[src/rtl/mux_rr_n.sv]
// N-channel registered selector with fixed-select or round-robin arbitration.
// Optional MUX_LOCK_EN adds a lock input that holds a round-robin burst on the last grantee.
module mux_rr_n #(
  parameter int bus      = 4,
  parameter int channels = 16,
  localparam int sel_w   = $clog2(channels)
) (
  input  logic                      clk,
  input  logic                      rst,
  input  logic [bus*channels-1:0]   d,
  input  logic [channels-1:0]       req,
  output logic [channels-1:0]       gnt,
  input  logic                      mode,
  input  logic [sel_w-1:0]          selector,
  output logic [bus-1:0]            out,
  output logic [sel_w-1:0]          out_chan,
  output logic                      out_valid,
  input  logic                      out_ready
`ifdef MUX_LOCK_EN
  ,
  input  logic                      lock
`endif
);

  logic [sel_w-1:0] ptr;
  logic [sel_w-1:0] cand;
  logic [sel_w-1:0] idx;
  logic             found;
  logic             load;

  // Search starts at ptr+1 and wraps; ptr itself is visited last.
  always_comb begin
    cand  = ptr;
    found = 1'b0;
    idx   = '0;
    if (!mode) begin
      cand  = selector;
      found = req[selector];
    end else begin
`ifdef MUX_LOCK_EN
      if (lock && req[ptr]) begin
        cand  = ptr;
        found = 1'b1;
      end
`endif
      for (int i = 1; i <= channels; i++) begin
        idx = ptr + sel_w'(i);
        if (!found && req[idx]) begin
          cand  = idx;
          found = 1'b1;
        end
      end
    end
  end

  assign load = !rst && (!out_valid || out_ready) && found;

  assign gnt = load ? ({{(channels-1){1'b0}}, 1'b1} << cand)
                    : '0;

  always_ff @(posedge clk or posedge rst) begin
    if (rst) begin
      out       <= '0;
      out_chan  <= '0;
      out_valid <= 1'b0;
      ptr       <= sel_w'(channels - 1);
    end else if (load) begin
      out       <= d[cand*bus +: bus];
      out_chan  <= cand;
      out_valid <= 1'b1;
      ptr       <= cand;
    end else if (out_valid && out_ready) begin
      out_valid <= 1'b0;
    end
  end

endmodule

[config.mk]
export PLATFORM = sky130hd
export DESIGN_NAME = mux_rr_n
export DESIGN_NICKNAME = d
export VERILOG_FILES = /design/src/rtl/mux_rr_n.sv
export SDC_FILE = /design/constraint.sdc
export NUM_CORES = 1
export LEC_CHECK = 0
export BUFFER_PORTS_ARGS = -buffer_cell sky130_fd_sc_hd__buf_2
export CAP_MARGIN = 30
export CORE_MARGIN = 8
export CORE_UTILIZATION = 60
export CTS_BUF_LIST = sky130_fd_sc_hd__clkbuf_4 sky130_fd_sc_hd__clkbuf_8
export DETAILED_ROUTE_END_ITERATION = 16
export PLACE_DENSITY = 0.95
export SYNTH_ARGS = -nofsm -noshare
export SYNTH_HDL_FRONTEND = slang
export SYNTH_SLANG_ARGS = --single-unit
[constraint.sdc]
create_clock -name clk -period 10 [get_ports clk]
set_clock_uncertainty 0.1 [all_clocks]
set_input_delay 0.5 -clock clk [delete_from_list [all_inputs] [get_ports clk]]
set_output_delay 0.5 -clock clk [all_outputs]
set_load 0.05 [all_outputs]
==> out/qor.yml <==
core_mm2: 0.00668
overflow: 0
synth-seq-cells: 13
run_status: "complete, no violations"
cts_num_sinks: 13
grtUsageTotal: 0.313
synthTopCellsByArea: "mux4_2 23%, mux2i_1 11%, dfrtp_1 5.5%"
post_cts_resize_count: 0
syn_area_mm2: 0.00406
yosys_warnings: 0
synth_area_leader_cell: "mux4_2"
synth_compound_area_frac: 0.218
r2r_slack_ns: 3.41
muxShareOfSynthArea: 0.402
synth-edff-count: 0
hold_buffers: 0
io_buffers: 112
setup.worst_path.class: "register to output pin"
yosys.area_share.xor_xnor: 0.0314
crit_path_max_fanout: 36
synth_top_area_share: 0.227
first_pass_iters: 6
synth_top_family_by_area: "multiplexers"
die_y_um: 98.3
cts_buffer_depth: 2
synth_nets: 546
cts_max_level: 1
row_count: 30
arrival_ns: 6.58
first_global_vias: 4652
vias: 4684
syn2layout_area_growth_pct: 14.4
synth_ff_type: "dfrtp_1"
synthArstFlopShare: 1.00
synth_fa_ha_area_frac: 0.0247
dieArea_mm2: 0.00965
fin_tns_setup_ns: 0
cts_buffers: 3
antenna_found_initial: 1
ys_types: 78
relSlewSlack: 0.323
grt_pass1_wl_um: 24500
cp-start-kind: "register"
endpoint_kind: "output pin"
synthCells: 450
drv_cap: 0
hold_class: "primary input to asynchronous set/reset pin"
hpwl_um: 12200
tightest_slew_ns: 1.02
clk_pin_slew_worst_paths_ns: 0.06
wl_per_cell_um: 25.3
critPathRequiredTime_ns: 9.40
start_util: 0.607
ant_nets: 0
viasPerCell: 7.51
setup_viol: 0
drt_iter0_markers: 563
globalplace.congestion: 0.958
fin_nets: 640
syn_avg_cell_area_um2: 9.02
ys_seq_area_frac: 0.0814
yosys.area_share.simple: 0.182
clk_latency_ns: 0.25
drc: 0
rsz0062_at_grt: "false"
fin_util: 0.695
report.final.slew_viol_count: 0
grt_max_degree: 37
design_area_mm2: 0.00464
tritoncts: "yes"
min_period_over_period: 0.718
root_buffer: "clkbuf_8"
wl_um: 15800
min_period_ns: 7.18
floorplan.io_pins: 113
drive_gt1_frac: 0.378
placed_cell_area_mm2: 0.00459
fp.dieW_um: 98.3
hold_viol_final: 0
fmax_ghz: 0.139
cts_setup_buffers: 0
## cell usage after synthesis (6+ instances only)
cell	number
buf_2	10
ha_1	8
a31oi_1	6
o2111ai_1	6
a211oi_1	6
nand3_1	20
dfrtp_1	9
o211ai_1	14
mux2_2	20
mux4_2	41
mux2i_1	43
inv_1	23
nand2_1	33
nor2_1	39
xnor2_1	6
clkbuf_1	9
o21ai_0	15
a21oi_1	16
## stage by stage
step | setup slack, ns | std cells | hold WS [ns]
global route | 2.44 | 623 | 0.227
finish | 2.82 | 624 | 0.178
global placement | 3.68 | 619 | 0.357
floorplan | 4.44 | 450 | 0.282
detailed placement | 3.38 | 619 | 0.363
CTS | 3.10 | 623 | 0.208
## layer usage
metal  GRT usage  vias up  wire [um]
met1       0.398     2227       5840
li1            -     1988          -
met5           0        -          0
met2       0.493      406       7350
met3      0.0697       63       1930
met4       0.145        0        654
## worst paths after layout
path,from,end,cells after the start
worst max-delay path,ptr[1],gnt[2],13
worst max register to register,ptr[1],out[2],13
worst min register to register,out_chan[3],out_chan[3],1
min in group clk,out_ready,out_valid,2
max in group asynchronous,rst,ptr[3],2
worst min-delay path,rst,out[3],2
## worst max-delay path, stage by stage, from the launching register on
cell	delay, ns
dfstp_2	1.20
inv_1	0.31
ha_1	0.82
mux4_1	0.52
mux2i_1	0.39
mux2i_1	0.33
nor4_2	0.39
nand2_4	0.18
a2111oi_2	0.37
mux2i_1	0.25
nand2_1	0.74
nand2_1	0.28
nor2_1	0.20
buf_2	0.30
## cell families after synthesis
group,count (synthesis)
muxes,107
DFF,13
xor gates and xnor gates,12
AOI/OAI and AO/OA,119
and+or+nand+nor,140
adders and majority gates,8
buffers and inverters,51
## flip-flops by register name, indices dropped and copies added (netlist names)
| register | count |
|---|---|
| out_valid | 1 |
| ptr | 4 |
| out_chan | 4 |
| out | 4 |
## cells in the final DEF (no fill, tap or decap), types with 5 or more instances in the layout
| cell type | synthesis | routed |
|---|---|---|
| inv_1 | 23 | 23 |
| a211oi_1 | 6 | 6 |
| xnor2_1 | 6 | 6 |
| a22oi_1 | 5 | 5 |
| nand2_1 | 33 | 33 |
| and2_1 | 5 | 5 |
| a31oi_1 | 6 | 6 |
| o2111ai_1 | 6 | 6 |
| mux4_2 | 41 | 41 |
| o31ai_1 | 5 | 5 |
| nand4_1 | 5 | 5 |
| dfrtp_1 | 9 | 9 |
| nor2_1 | 39 | 39 |
| nor2b_1 | 5 | 5 |
| mux2_2 | 20 | 20 |
| nand3_1 | 20 | 20 |
| a21o_1 | 5 | 5 |
| mux2i_1 | 43 | 43 |
| ha_1 | 8 | 8 |
| buf_2 | 10 | 112 |
| o21ai_0 | 15 | 15 |
| a21oi_1 | 16 | 16 |
| o211ai_1 | 14 | 14 |
## cell type report
class	count	area, um^2
Antenna cell	1	2.50
Clock buffer	4	48.8
Fill cell	497	2040
Inverter	25	93.8
Multi-Input combinational cell	386	3480
Sequential cell	13	330
Tap cell	80	100
Timing Repair Buffer	115	583
Power is left out: the tool's default activity adds up to more than one toggle a clock period on the data nets, which glitch-free logic cannot reach.
